==> config.mk <==
export PLATFORM = sky130hd
export DESIGN_NAME = ddr3_init_seq
export DESIGN_NICKNAME = d
export VERILOG_FILES = /design/src/rtl/ddr3_init_seq_pkg.sv /design/src/rtl/ddr3_init_seq_refresh_ctr.sv /design/src/rtl/ddr3_init_seq.sv
export SDC_FILE = /design/constraint.sdc
export NUM_CORES = 1
export LEC_CHECK = 0
export BUFFER_PORTS_ARGS = -buffer_cell sky130_fd_sc_hd__buf_2
export CAP_MARGIN = 15
export CORE_ASPECT_RATIO = 0.7
export CORE_MARGIN = 2
export CORE_UTILIZATION = 52
export CTS_CLUSTER_DIAMETER = 40
export DETAILED_ROUTE_END_ITERATION = 7
export GPL_TIMING_DRIVEN = 0
export PLACE_DENSITY = 0.78
export SLEW_MARGIN = 15
export SYNTH_ARGS = -nofsm -noshare
export SYNTH_HDL_FRONTEND = slang
export SYNTH_SLANG_ARGS = --single-unit
export TNS_END_PERCENT = 20
==> constraint.sdc <==
create_clock -name clock -period 2.6 [get_ports clock]
set_clock_uncertainty 0.1 [all_clocks]
set_input_delay 0.13 -clock clock [delete_from_list [all_inputs] [get_ports clock]]
set_output_delay 0.13 -clock clock [all_outputs]
set_load 0.02 [all_outputs]
==> src/rtl/ddr3_init_seq_pkg.sv <==
// DDR3 init sequencer shared definitions: command codes, FSM states,
// clock-cycle timing helpers and mode-register encoders.
package ddr3_init_seq_pkg;

  localparam logic [2:0] CMD_MRS  = 3'b000;
  localparam logic [2:0] CMD_PRE  = 3'b010;
  localparam logic [2:0] CMD_ZQCL = 3'b110;
  localparam logic [2:0] CMD_NOOP = 3'b111;

  localparam int unsigned T_MRD     = 4;
  localparam int unsigned T_ZQ_DLLK = 1024;  // tZQinit (512 nCK) + tDLLK (512 nCK)
  localparam logic [3:0]  REF_DEBT_MAX = 4'd8;

  typedef enum logic [3:0] {
    ST_RST, ST_CKEL, ST_XPR, ST_MR2, ST_MR3, ST_MR1, ST_MR0, ST_ZQCL,
    ST_RUN, ST_MIDLE, ST_MPRE, ST_MMRS, ST_MWAIT
  } state_e;

  function automatic int unsigned ns2clk(input int unsigned freq_mhz, input int unsigned ns);
    return (ns * freq_mhz + 999) / 1000;
  endfunction

  function automatic int unsigned us2clk(input int unsigned freq_mhz, input int unsigned us,
                                         input int unsigned div);
    return (us * freq_mhz) / div;
  endfunction

  function automatic int unsigned clk_max(input int unsigned a, input int unsigned b);
    return (a > b) ? a : b;
  endfunction

  // MR0: BL8 fixed, CL on A6:4 (A2=0 for CL 5..11), DLL reset, WR on A11:9
  function automatic logic [15:0] mr0_enc(input int unsigned cl, input int unsigned wr);
    logic [15:0] v;
    logic [2:0]  wr_code;
    case (wr)
      5:       wr_code = 3'd1;
      6:       wr_code = 3'd2;
      7:       wr_code = 3'd3;
      8:       wr_code = 3'd4;
      10:      wr_code = 3'd5;
      12:      wr_code = 3'd6;
      default: wr_code = 3'd0;
    endcase
    v       = '0;
    v[6:4]  = 3'(cl - 4);
    v[8]    = 1'b1;
    v[11:9] = wr_code;
    return v;
  endfunction

  // MR1: DLL enabled, RZQ/6 drive (A5,A1 = 0), RTT_NOM on {A9,A6,A2}
  function automatic logic [15:0] mr1_enc(input logic [2:0] rtt);
    logic [15:0] v;
    v    = '0;
    v[9] = rtt[2];
    v[6] = rtt[1];
    v[2] = rtt[0];
    return v;
  endfunction

  function automatic logic [15:0] mr2_enc(input int unsigned cwl);
    logic [15:0] v;
    v      = '0;
    v[5:3] = 3'(cwl - 5);
    return v;
  endfunction

endpackage

==> src/rtl/ddr3_init_seq_refresh_ctr.sv <==
// tREFI interval timer plus saturating refresh-debt counter (0..8) with
// pending/urgent/overflow flags.
module ddr3_init_seq_refresh_ctr
  import ddr3_init_seq_pkg::*;
#(
  parameter int unsigned T_REFI       = 780,
  parameter int unsigned REF_POSTPONE = 8
) (
  input  logic clock,
  input  logic reset_n,
  input  logic en_i,
  input  logic ack_i,
  output logic ref_o,
  output logic urg_o,
  output logic ovf_o
);

  localparam int unsigned CNT_W = $clog2(T_REFI + 1);

  logic [CNT_W-1:0] cnt_q, cnt_d;
  logic [3:0]       debt_q, debt_d;
  logic             ref_q, urg_q, ovf_q, ovf_d;
  logic             tick_c;

  always_comb begin
    cnt_d  = cnt_q;
    tick_c = 1'b0;
    debt_d = debt_q;
    ovf_d  = ovf_q;
    if (en_i) begin
      if (cnt_q == CNT_W'(T_REFI - 1)) begin
        cnt_d  = '0;
        tick_c = 1'b1;
      end else begin
        cnt_d = cnt_q + CNT_W'(1);
      end
    end
    // Simultaneous tick and ack cancel out
    if (tick_c && !ack_i) begin
      if (debt_q == REF_DEBT_MAX) ovf_d = 1'b1;
      else                        debt_d = debt_q + 4'd1;
    end else if (ack_i && !tick_c && (debt_q != 4'd0)) begin
      debt_d = debt_q - 4'd1;
    end
  end

  always_ff @(posedge clock or negedge reset_n) begin
    if (!reset_n) begin
      cnt_q  <= '0;
      debt_q <= '0;
      ref_q  <= 1'b0;
      urg_q  <= 1'b0;
      ovf_q  <= 1'b0;
    end else begin
      cnt_q  <= cnt_d;
      debt_q <= debt_d;
      ref_q  <= |debt_d;
      urg_q  <= (debt_d >= 4'(REF_POSTPONE));
      ovf_q  <= ovf_d;
    end
  end

  assign ref_o = ref_q;
  assign urg_o = urg_q;
  assign ovf_o = ovf_q;

endmodule

==> src/rtl/ddr3_init_seq.sv <==
// DDR3 power-up/configuration sequencer: RESET#/CKE bring-up, MR2/MR3/MR1/MR0/ZQCL,
// then hands the command path to the controller; runtime MRS and refresh-debt tracking.
module ddr3_init_seq
  import ddr3_init_seq_pkg::*;
#(
  parameter int unsigned DDR_FREQ_MHZ = 100,
  parameter int unsigned DDR_ROW_BITS = 13,
  parameter int unsigned CL           = 6,
  parameter int unsigned CWL          = 5,
  parameter int unsigned WR           = 6,
  parameter int unsigned RTT_NOM      = 0,
  parameter int unsigned REF_POSTPONE = 8,
  parameter int unsigned TIME_DIV     = 1
) (
  input  logic                    clock,
  input  logic                    reset_n,
  output logic                    dfi_rst_no,
  output logic                    dfi_cke_o,
  output logic                    dfi_cs_no,
  output logic                    dfi_odt_o,
  output logic                    ctl_req_o,
  input  logic                    ctl_rdy_i,
  output logic [2:0]              ctl_cmd_o,
  output logic [2:0]              ctl_ba_o,
  output logic [DDR_ROW_BITS-1:0] ctl_adr_o,
  output logic                    ctl_run_o,
  input  logic                    ctl_idle_i,
  output logic                    ctl_ref_o,
  output logic                    ctl_urg_o,
  input  logic                    ctl_ref_ack_i,
  output logic                    ref_ovf_o,
  input  logic                    mrs_req_i,
  input  logic [2:0]              mrs_ba_i,
  input  logic [DDR_ROW_BITS-1:0] mrs_adr_i,
  output logic                    mrs_ack_o
);

  localparam int unsigned T_RST  = us2clk(DDR_FREQ_MHZ, 200, TIME_DIV);
  localparam int unsigned T_CKE  = us2clk(DDR_FREQ_MHZ, 500, TIME_DIV);
  localparam int unsigned T_XPR  = clk_max(5, ns2clk(DDR_FREQ_MHZ, 120));
  localparam int unsigned T_MOD  = clk_max(12, ns2clk(DDR_FREQ_MHZ, 15));
  localparam int unsigned T_RP   = ns2clk(DDR_FREQ_MHZ, 14);
  localparam int unsigned T_REFI = ns2clk(DDR_FREQ_MHZ, 7800);
  localparam int unsigned WAIT_W = $clog2(T_RST + T_CKE + T_ZQ_DLLK + 2);

  localparam logic [DDR_ROW_BITS-1:0] MR0_ADR = DDR_ROW_BITS'(mr0_enc(CL, WR));
  localparam logic [DDR_ROW_BITS-1:0] MR1_ADR = DDR_ROW_BITS'(mr1_enc(3'(RTT_NOM)));
  localparam logic [DDR_ROW_BITS-1:0] MR2_ADR = DDR_ROW_BITS'(mr2_enc(CWL));
  localparam logic [DDR_ROW_BITS-1:0] A10_ADR = DDR_ROW_BITS'(16'h0400);

  state_e                  state_q, state_d;
  logic [WAIT_W-1:0]       wait_q, wait_d;
  logic                    sent_q, sent_d;
  logic [2:0]              mba_q, mba_d;
  logic [DDR_ROW_BITS-1:0] madr_q, madr_d;
  logic                    rst_n_q, rst_n_d, cke_q, cke_d, cs_n_q, cs_n_d;
  logic                    req_q, req_d, run_q, run_d, ack_q, ack_d;
  logic [2:0]              cmd_q, cmd_d, ba_q, ba_d;
  logic [DDR_ROW_BITS-1:0] adr_q, adr_d;
  logic                    accept_c, expired_c, ref_en_c;

  assign accept_c  = req_q & ctl_rdy_i;
  assign expired_c = (wait_q == '0);
  assign ref_en_c  = state_q inside {ST_RUN, ST_MIDLE, ST_MPRE, ST_MMRS, ST_MWAIT};

  always_ff @(posedge clock or negedge reset_n) begin
    if (!reset_n) begin
      state_q <= ST_RST;
      wait_q  <= WAIT_W'(T_RST - 1);
      sent_q  <= 1'b0;
      mba_q   <= '0;
      madr_q  <= '0;
      rst_n_q <= 1'b0;
      cke_q   <= 1'b0;
      cs_n_q  <= 1'b1;
      req_q   <= 1'b0;
      cmd_q   <= CMD_NOOP;
      ba_q    <= '0;
      adr_q   <= '0;
      run_q   <= 1'b0;
      ack_q   <= 1'b0;
    end else begin
      state_q <= state_d;
      wait_q  <= wait_d;
      sent_q  <= sent_d;
      mba_q   <= mba_d;
      madr_q  <= madr_d;
      rst_n_q <= rst_n_d;
      cke_q   <= cke_d;
      cs_n_q  <= cs_n_d;
      req_q   <= req_d;
      cmd_q   <= cmd_d;
      ba_q    <= ba_d;
      adr_q   <= adr_d;
      run_q   <= run_d;
      ack_q   <= ack_d;
    end
  end

  // Next state: command states request until accepted (sent), then count down their wait
  always_comb begin
    state_d = state_q;
    wait_d  = wait_q;
    sent_d  = sent_q;
    mba_d   = mba_q;
    madr_d  = madr_q;
    if (!expired_c) wait_d = wait_q - WAIT_W'(1);
    if (accept_c) begin
      sent_d = 1'b1;
      case (state_q)
        ST_MR0, ST_MMRS: wait_d = WAIT_W'(T_MOD - 1);
        ST_ZQCL:         wait_d = WAIT_W'(T_ZQ_DLLK - 1);
        ST_MPRE:         wait_d = WAIT_W'(T_RP - 1);
        default:         wait_d = WAIT_W'(T_MRD - 1);
      endcase
    end
    case (state_q)
      ST_RST:   if (expired_c) begin state_d = ST_CKEL; wait_d = WAIT_W'(T_CKE - 1); end
      ST_CKEL:  if (expired_c) begin state_d = ST_XPR;  wait_d = WAIT_W'(T_XPR - 1); end
      ST_XPR:   if (expired_c) state_d = ST_MR2;
      ST_MR2:   if (sent_q && expired_c) state_d = ST_MR3;
      ST_MR3:   if (sent_q && expired_c) state_d = ST_MR1;
      ST_MR1:   if (sent_q && expired_c) state_d = ST_MR0;
      ST_MR0:   if (sent_q && expired_c) state_d = ST_ZQCL;
      ST_ZQCL:  if (sent_q && expired_c) state_d = ST_RUN;
      ST_RUN: begin
        // Refresh urgency wins over MRS; ack cycle masks the still-held request
        if (mrs_req_i && !ctl_urg_o && !ack_q) begin
          state_d = ST_MIDLE;
          mba_d   = mrs_ba_i;
          madr_d  = mrs_adr_i;
        end
      end
      ST_MIDLE: if (ctl_idle_i) state_d = ST_MPRE;
      ST_MPRE:  if (sent_q && expired_c) state_d = ST_MMRS;
      ST_MMRS:  if (accept_c) state_d = ST_MWAIT;
      ST_MWAIT: if (expired_c) state_d = ST_RUN;
      default:  state_d = ST_RST;
    endcase
    if (state_d != state_q) sent_d = 1'b0;
  end

  // Registered outputs derived from the upcoming state
  always_comb begin
    rst_n_d = (state_d != ST_RST);
    cke_d   = !(state_d inside {ST_RST, ST_CKEL});
    cs_n_d  = !cke_d;
    run_d   = (state_d == ST_RUN);
    ack_d   = (state_q == ST_MWAIT) && (state_d == ST_RUN);
    req_d   = 1'b0;
    cmd_d   = CMD_NOOP;
    ba_d    = '0;
    adr_d   = '0;
    if (!sent_d) begin
      case (state_d)
        ST_MR2:  begin req_d = 1'b1; cmd_d = CMD_MRS;  ba_d = 3'd2;  adr_d = MR2_ADR; end
        ST_MR3:  begin req_d = 1'b1; cmd_d = CMD_MRS;  ba_d = 3'd3;  adr_d = '0;      end
        ST_MR1:  begin req_d = 1'b1; cmd_d = CMD_MRS;  ba_d = 3'd1;  adr_d = MR1_ADR; end
        ST_MR0:  begin req_d = 1'b1; cmd_d = CMD_MRS;  ba_d = 3'd0;  adr_d = MR0_ADR; end
        ST_ZQCL: begin req_d = 1'b1; cmd_d = CMD_ZQCL;               adr_d = A10_ADR; end
        ST_MPRE: begin req_d = 1'b1; cmd_d = CMD_PRE;                adr_d = A10_ADR; end
        ST_MMRS: begin req_d = 1'b1; cmd_d = CMD_MRS;  ba_d = mba_d; adr_d = madr_d;  end
        default: ;
      endcase
    end
  end

  ddr3_init_seq_refresh_ctr #(
    .T_REFI       (T_REFI),
    .REF_POSTPONE (REF_POSTPONE)
  ) u_refresh (
    .clock   (clock),
    .reset_n (reset_n),
    .en_i    (ref_en_c),
    .ack_i   (ctl_ref_ack_i),
    .ref_o   (ctl_ref_o),
    .urg_o   (ctl_urg_o),
    .ovf_o   (ref_ovf_o)
  );

  assign dfi_rst_no = rst_n_q;
  assign dfi_cke_o  = cke_q;
  assign dfi_cs_no  = cs_n_q;
  assign dfi_odt_o  = 1'b0;
  assign ctl_req_o  = req_q;
  assign ctl_cmd_o  = cmd_q;
  assign ctl_ba_o   = ba_q;
  assign ctl_adr_o  = adr_q;
  assign ctl_run_o  = run_q;
  assign mrs_ack_o  = ack_q;

endmodule

After elaboration in Yosys (flattened, before gate mapping)
Index checks and enable logic that the tools add are counted.
{ "totals": {"output_inout_bits": 29, "reg_bits": 80, "wordCells": 114} }
{ "op_classes": {"n_mux": 40, "n_addsub": 4, "order_cmp": 1, "n_reduce_logical": 25, "bitwise": 1, "n_eq_ne": 24} }
{ "op_table": {"columns": ["cell", "n"], "rows": [
  ["$mux W17", 4],
  ["$mux W4", 16],
  ["$pmux W4 S13", 1],
  ["$mux W13", 3],
  ["$pmux W13 S3", 1],
  ["$eq A4 B4 Y1 const B", 9],
  ["$pmux W17 S2", 1],
  ["$eq A4 B3 Y1 const B", 8],
  ["$pmux W10 S3", 1],
  ["$logic_not A17 Y1", 1],
  ["$sub A17 B1 Y17 const B", 1],
  ["$eq A4 B2 Y1 const B", 3],
  ["$mux W3", 4],
  ["$pmux W3 S4", 1],
  ["$add A10 B1 Y10 const B", 1],
  ["$eq A10 B10 Y1 const B", 1],
  ["$mux W10", 1],
  ["$pmux W3 S3", 1],
  ["$eq A4 B1 Y1 const B", 2],
  ["$logic_not A4 Y1", 2],
  ["$reduce_bool A4 Y1", 2],
  ["$logic_and A1 B1 Y1", 7],
  ["$reduce_or A7 Y1", 1],
  ["$mux W1", 6],
  ["12 further kinds", 17]
]} }

Logic depth before layout (Yosys ltp)
Gate-level depths: netlist of the first run.
{ "logic_depth": {"depth_word": 9, "mapped_depth": 11, "mapped_depth_nobuf": 10} }

By module
A second synthesis of the first run with hierarchy kept.
{ "unflattened": {"cells_unflattened": 389, "hier_area_um2": 4056.4} }
{ "by_module_without_submodules": {"columns": ["mod", "area_per_inst_um2", "instances", "seq_area_each_um2", "cells_per_inst"], "rows": [
  ["ddr3_init_seq", 3105.5, 1, 1592.8, 295],
  ["ddr3_init_seq_refresh_ctr", 950.9, 1, 425.4, 94]
]} }

Worst setup path after synthesis of the first run
OpenSTA, ideal clock, no wires.
{ "synth_timing": {"path_kind": "register to register", "start": "register wait_q[0]", "end": "register adr_q[5], in the netlist ctl_adr_o[5]", "slack_ps": -333, "n_path_buf": 2, "stages_incl_launch_ff": 12, "synth_period_minus_slack_ps": 2933, "arrival_time_ps": 2750, "path_cell_list": "dfstp_2 inv_1 ha_1 nor4b_1 and4_1 buf_4 or3_4 a221oi_4 nor2_2 or4b_4 buf_6 o22ai_1"} }
{ "synth_via": {"elab_chain_len": 8, "word_cells_on_any_way": 22} }
{ "synth_lines": {"columns": ["element", "line_no", "text"], "rows": [
  ["start: declaration", "ddr3_init_seq.sv:52", "logic [WAIT_W-1:0] wait_q, wait_d;"],
  ["start signal: assignment", "ddr3_init_seq.sv:69", "wait_q <= WAIT_W'(T_RST - 1);"],
  ["start signal: assignment", "ddr3_init_seq.sv:84", "wait_q <= wait_d;"],
  ["$logic_not A17 Y1 *", "ddr3_init_seq.sv:63", "assign expired_c = (wait_q == '0);"],
  ["$logic_and A1 B1 Y1", null, null],
  ["$mux W4, or another cell as far along", "ddr3_init_seq.sv:135", "ST_MPRE: if (sent_q && expired_c) state_d = ST_MMRS;"],
  ["$pmux W4 S13 *", "ddr3_init_seq.sv:117", "case (state_q)"],
  ["$eq A4 B4 Y1 / $eq A4 B3 Y1 (equally long branches)", "ddr3_init_seq.sv:155", "case (state_d)"],
  ["$reduce_or A2 Y1 (no source line)", null, null],
  ["$pmux W13 S3", "ddr3_init_seq.sv:155", null],
  ["$mux W13 *", "ddr3_init_seq.sv:154", "if (!sent_d) begin"],
  ["via adr_d[5]", "ddr3_init_seq.sv:59", "logic [DDR_ROW_BITS-1:0] adr_q, adr_d;"],
  ["end signal: assignment", "ddr3_init_seq.sv:94", "adr_q <= adr_d;"],
  ["end: declaration", "ddr3_init_seq.sv:59", null]
]} }
Mark *: on every way through the listed nets, which the timed path passes. The rest lies on a longest branch.
A chain may end at the register's enable or synchronous reset.

Worst setup path after layout of the first run
{ "layout_timing": {"start": "register wait_q[0]", "end": "register adr_q[8], in the netlist ctl_adr_o[8]"} }
Same word-level chain as after synthesis.

==> results of run 1 <==
## kinds of logic after synthesis
kind of cell / count (synthesis) / synth area share, %
AND/OR/NAND/NOR: 167 / 22.8
buffers and inverters: 36 / 4.16
multiplexers: 19 / 5.16
flip-flops: 80 / 50.1
XOR/XNOR: 17 / 3.70
AO/OA/AOI/OAI: 78 / 12.2
other: 1 / 0.0931
adder cells (fa/ha/maj): 6 / 1.80
## worst max-delay path, stage by stage (launching register included)
cell	delay [ns]
dfstp_2	0.54
inv_2	0.05
ha_4	0.16
nor4b_4	0.13
and4_4	0.24
or3_4	0.34
a221oi_4	0.33
nor2_4	0.05
or4b_4	0.60
buf_8	0.17
o22ai_2	0.15
## per-layer routing
layer / wire [microns] / vias up
met5: 0 / -
met4: 243 / 0
met3: 1000 / 30
met2: 4880 / 201
met1: 4570 / 1732
li1: - / 1622
## cell usage in the layout (no fill, tap or decap), types with 4 or more instances in the layout
cell type / synthesis / final
dfrtp_1: 67 / 67
buf_2: 5 / 51
nor2_1: 39 / 38
nand2_1: 32 / 32
buf_4: 3 / 24
a21oi_1: 22 / 22
nand3_1: 19 / 19
o21ai_0: 21 / 18
dlygate4sd3_1: 0 / 17
inv_1: 16 / 14
mux2_2: 14 / 13
dfstp_2: 13 / 13
nor3_1: 11 / 11
clkbuf_8: 0 / 11
nor2b_1: 14 / 10
xor2_1: 9 / 9
nand4_1: 8 / 8
or3_1: 8 / 8
xnor2_1: 8 / 8
clkbuf_1: 7 / 7
a21o_1: 7 / 7
nand2b_1: 5 / 5
a31oi_1: 5 / 5
buf_6: 2 / 5
o21ai_1: 3 / 5
nor4_4: 3 / 4
o21bai_1: 4 / 4
mux2i_1: 5 / 4
nor2b_4: 0 / 4
ha_1: 5 / 4
## cells in the mapped netlist (9+ instances only)
master   instances
nor2_1          39
inv_1           16
nor2b_1         14
o21ai_0         21
nand3_1         19
xor2_1           9
a21oi_1         22
dfstp_2         13
nor3_1          11
nand2_1         32
dfrtp_1         67
mux2_2          14
## area by class of cell
class / count / area, sq um
Buffer: 17 / 110
Clock buffer: 12 / 155
Clock inverter: 4 / 51.3
Fill cell: 522 / 2180
Inverter: 18 / 67.6
Multi-Input combinational cell: 289 / 2060
Sequential cell: 80 / 2020
Tap cell: 98 / 123
Timing Repair Buffer: 91 / 653
## timing repair
action / in CTS / in global routing
endpoints found under the hold margin: 87 / 0
gates cloned: 2 / 0
pin swaps: 11 / 13
buffers inserted: 16 / 7
setup endpoints to repair: 37 / 36
gates resized for setup: 27 / 17
hold buffers: 17 / 0
## state kept, by name, indices dropped and copies added (netlist names), 3 cells and up
name,flops
madr_q,13
u_refresh.debt_q,4
ctl_adr_o,13
u_refresh.cnt_q,10
state_q,4
ctl_cmd_o,3
ctl_ba_o,3
mba_q,3
wait_q,17
## per-stage QoR
stage	area, sq um	setup WS [ns]	power [mW]
5_1_grt	5240	-0.380	5.15
6_report	5240	-0.326	4.87
3_3_place_gp	4430	-0.460	3.31
4_1_cts	5120	-0.316	4.68
2_1_floorplan	4060	-0.266	2.94
3_5_place_dp	4460	-0.532	3.38
## path summary, 6_finish.rpt
check                                      endpoint  slack (ns)  depth (start not counted)
worst max-delay path                   ctl_adr_o[8]       -0.33                         10
worst min-delay path            u_refresh.debt_q[2]        0.04                          3
worst max register to register         ctl_adr_o[8]       -0.33                         10
worst min register to register      u_refresh.ovf_o        0.38                          1
max in group asynchronous              ctl_cmd_o[0]        1.69                          3
min in group asynchronous        u_refresh.cnt_q[4]        0.08                          2
## power by group
part	leakage, nW	switching (mW)	total, mW	internal, mW
Clock	0.103	0.458	0.956	0.498
Sequential	1.02	0.277	1.83	1.55
Combinational	1.29	1.19	2.08	0.894
==> run summary, run 1 <==
syn nets: 431
gr busiest metal: met2
met3 Resource Use GR: 8.91%
GR Util met2: 39.5%
drt first pass iters: 5
ANT nets after route: 0
setup violators final: 22
Post-synth EDFFs: 0
Synth Cell Area: 0.00403 sq mm
outcome: finished with violations
synthesis-to-finish area growth: 30.0%
Routed WL: 10700 microns
Crit. End Element: flip-flop
HP Start: ctl_ref_ack_i
first-pass GRT wire length: 17400 microns
Clk Tree Root Cell: clkbuf_8
Num CTS Buffers: 9
Die Span Y: 77.6 microns
Ant. Diodes: 0
vias per cell: 5.89
Avg Inst Size Synth: 9.97 sq um
vias in the first global route: 3533
largest cells by area after synthesis: dfrtp_1 42%, dfstp_2 8.5%, mux2_2 3.9%, nor2_1 3.6%, nand2_1 3.0%
Fin Hold WS: 0.0436 ns
Port Buffer Count: 49
max_cap viols: 0
final worst-path cycle share: 113%
pwr dens: 930 mW/mm^2
# IOs: 51
CTS H-tree depth: 3
CTS Buffer Depth: 2
crit path DAT: 3.12 ns
post-synthesis register bit count: 80
routed wire length per instance: 17.6 microns
Initial DRC Count: 264
Synth top area share: 41.6%
drt drc: 0
starting density of the core: 54.3%
met1 Use GR: 36.6%
initial antenna violation count: 0
HP Class: input pin to flip-flop
fin nets: 533
slew margin rel.: 62.1%
Crit path required time: 2.79 ns
Die Width: 109 microns
cell taking the most area after synthesis: dfrtp_1
GR Util All Layers: 26.7%
Die ar.: 0.00848 sq mm
reg2reg start: wait_q[0]
failing checks: setup timing
Peak Freq: 342 MHz
ys async rst share: 100%
Placer Congestion: 0.958
CP startpoint kind: flip-flop
crit-path max FO: 6
min Tclk post-route: 2.93 ns
Worst VDD drop: 0.686 mV
Syn Inst Count: 404
pins over their slew limit: 0
layout cell share with drive strength beyond 1: 32.1%
top_reg_cell synth: dfrtp_1
Synth Warn #: 0
total leakage power: 2.42 nW
register area share after synthesis: 50.1%
Setup TNS Final: -5.44 ns
Crit Path Category: flip-flop to flip-flop
CTS clk-pin slew, worst paths: 0.08 ns
final worst setup slack: -0.326 ns
Core ar.: 0.00742 sq mm
routed vias: 3585
placed instance count: 552
RSZ-0062 raised after global routing: true
Rows: 26
Hold Fails Final Rpt: 0
final core occ: 70.6%
synth unique cells: 58
CTS tree: yes
worst skew pair latency: 0.36 ns
crit path launch: wait_q[0]
clock sinks: 80
pin count of the biggest net entering global routing: 65
Tightest Pin Transition: 0.567 ns
post-DP HPWL: 6670 microns
fin cells: 609
grt total ovfl: 0
Power figures use the tool's default switching activity.
==> run 2: changes to the inputs <==
ABC_AREA = 1   (was default)
PLACE_DENSITY = 0.77   (was 0.78)
==> run summary, run 2 <==
outcome: finished, final reports clean
CTS tree: yes
Die Width: 111 microns
slowest library cell on the worst path: dfstp_2
Num CTS Buffers: 9
post-synthesis register bit count: 80
worst skew pair latency: 0.34 ns
post-DP HPWL: 6290 microns
Synth Cell Area: 0.00416 sq mm
total leakage power: 2.53 nW
final worst-path cycle share: 92.9%
drt first pass iters: 4
CP startpoint kind: flip-flop
Rows: 27
Clk Tree Root Cell: clkbuf_16
Avg Inst Size Synth: 8.47 sq um
clock sinks: 80
largest cells by area after synthesis: dfrtp_1 40%, nand2_1 10%, dfstp_2 8.2%, inv_1 5.8%, nor2_1 4.8%
register area share after synthesis: 48.6%
initial antenna violation count: 0
Post-synth EDFFs: 0
first-pass GRT wire length: 14500 microns
Largest register FFs: 17
Peak Freq: 414 MHz
most frequent cells in the layout: 113 x nand2_1, 67 x dfrtp_1, 63 x inv_1
grt total ovfl: 0
setup violators final: 0
placed instance count: 642
Crit path required time: 2.73 ns
Biggest register: wait_q
Core ar.: 0.00780 sq mm
crit path DAT: 2.54 ns
GR Util All Layers: 20.8%
min Tclk post-route: 2.42 ns
routed wire length per instance: 12.9 microns
cell taking the most area after synthesis: dfrtp_1
Tightest Pin Transition: 0.509 ns
Synth Warn #: 0
Die ar.: 0.00874 sq mm
vias in the first global route: 3161
Port Buffer Count: 49
synthesis-to-finish area growth: 17.9%
fin nets: 585
syn nets: 518
Placer Congestion: 0.902
layout cell share with drive strength beyond 1: 24.0%
final core occ: 62.8%
CTS Buffer Depth: 2
fin cells: 664
pin count of the biggest net entering global routing: 56
slew margin rel.: 65.6%
top-count cell post-synth: nand2_1
commonest non-fill, non-tap cell in the layout: nand2_1
synth unique cells: 43
starting density of the core: 53.3%
total power: 4.36 mW
CTS clk-pin slew, worst paths: 0.06 ns
CP bufs+invs: 4
Initial DRC Count: 169
max_cap viols: 0
HP Class: input pin to flip-flop
crit-path leading delay family: simple AND/OR/NAND/NOR gates
Crit. End Element: flip-flop
top_reg_cell synth: dfrtp_1
top cells by count, synth: 113 x nand2_1, 67 x dfrtp_1, 64 x inv_1
Hold Fails Final Rpt: 0
drt drc: 0
CTS H-tree depth: 3
critical path's largest stage delay: 0.54 ns
pins over their slew limit: 0
Worst VDD drop: 0.696 mV
crit-path max FO: 9
Syn Inst Count: 491
# IOs: 51
Die Span Y: 78.8 microns
Synth top area share: 40.3%
CP Cell Sequence: inv_1, ha_1, inv_1, nor2_1, nand2_2, nor2_8, nand2_4, clkinvlp_4, nand3_1, nand3_2, nand2_4, inv_1, o21ai_1, nand2_1, nor2_1, nor2_1
ANT nets after route: 0
Ant. Diodes: 0
Routed WL: 8540 microns
ys async rst share: 100%
RSZ-0062 raised after global routing: true
Crit Path Category: flip-flop to flip-flop
vias per cell: 5.03
routed vias: 3337
pwr dens: 890 mW/mm^2
[run 2: cell count changes after synthesis, sizes merged, moves of 9 or more]
cell | previous run | this run
mux2 | 14 | 0
nand2 | 33 | 126
nor2b | 14 | 0
inv | 17 | 67
buf | 11 | 2
or3 | 9 | 0
nor2 | 40 | 76
[run 2: cell type report]
| class | instances | area, sq um |
|---|---|---|
| fillers | 642 | 2910 |
| flip-flops and latches | 80 | 2020 |
| multi-input cells | 336 | 1850 |
| repair buffers | 56 | 333 |
| inverters | 70 | 268 |
| clock buffers | 12 | 246 |
| well taps | 101 | 126 |
| plain buffers | 5 | 38.8 |
| clock inverters | 4 | 22.5 |
[run 2: power breakdown]
group / switching [mW] / leakage (nW) / total (mW) / internal [mW]
Combinational: 1.01 / 1.38 / 1.52 / 0.515
Sequential: 0.177 / 1.02 / 1.70 / 1.52
Clock: 0.472 / 0.132 / 1.14 / 0.667
[run 2: timing repair]
item | 4_1_cts | 5_1_grt
buffers inserted | 0 | 1
endpoints found under the hold margin | 71 | 0
setup endpoints to repair | 0 | 16
hold buffers | 5 | 0
gates resized for setup | 0 | 6
[run 2: stage by stage]
stage,worst slack (ns),cell area [sq um],setup TNS [ns],hold WS [ns]
after floorplan,0.465,4160,0,-0.266
after global placement,0.181,4530,0,0.267
after detailed placement,0.163,4560,0,-0.0333
after CTS,0.133,4880,0,0.000473
after global routing,-0.0115,4900,-0.0115,0.0306
final,0.184,4900,0,0.00127
[run 2: metal layers]
| metal | part of all wire, % | up-vias | track usage [%] |
|---|---|---|---|
| met2 | 44 | 75 | 31.6 |
| met4 | 1.4 | 0 | 7.12 |
| li1 | - | 1682 | - |
| met1 | 49 | 1570 | 29.3 |
| met3 | 5.9 | 10 | 5.42 |
| met5 | 0 | - | 0 |
[run 2: worst paths after layout]
check	from	to	slack, ns	cells past startpoint
max reg2reg	wait_q[1]	ctl_req_o	0.18	16
min reg2reg	mba_q[0]	mba_q[0]	0.37	2
max	wait_q[1]	ctl_req_o	0.18	16
min in group asynchronous	reset_n	u_refresh.cnt_q[8]	0.14	2
min	mrs_adr_i[10]	madr_q[10]	0.001	3
max in group asynchronous	reset_n	ctl_cmd_o[0]	1.63	3
[run 2: tightest hold or removal path, cell delays in order]
cell     delay (ns)
buf_2          0.08
o21ai_0        0.11
inv_1          0.07
[run 2: cell families (layout without fill, tap and decap cells)]
family	count (synthesis)	in the layout	share of synthesized area, %
other cells	1	1	0.0902
fa+ha+maj	5	5	1.51
compound gates	54	54	7.16
xor+xnor	13	13	2.74
buf+inv	75	147	7.28
simple gates	263	263	32.7
flops	80	80	48.6
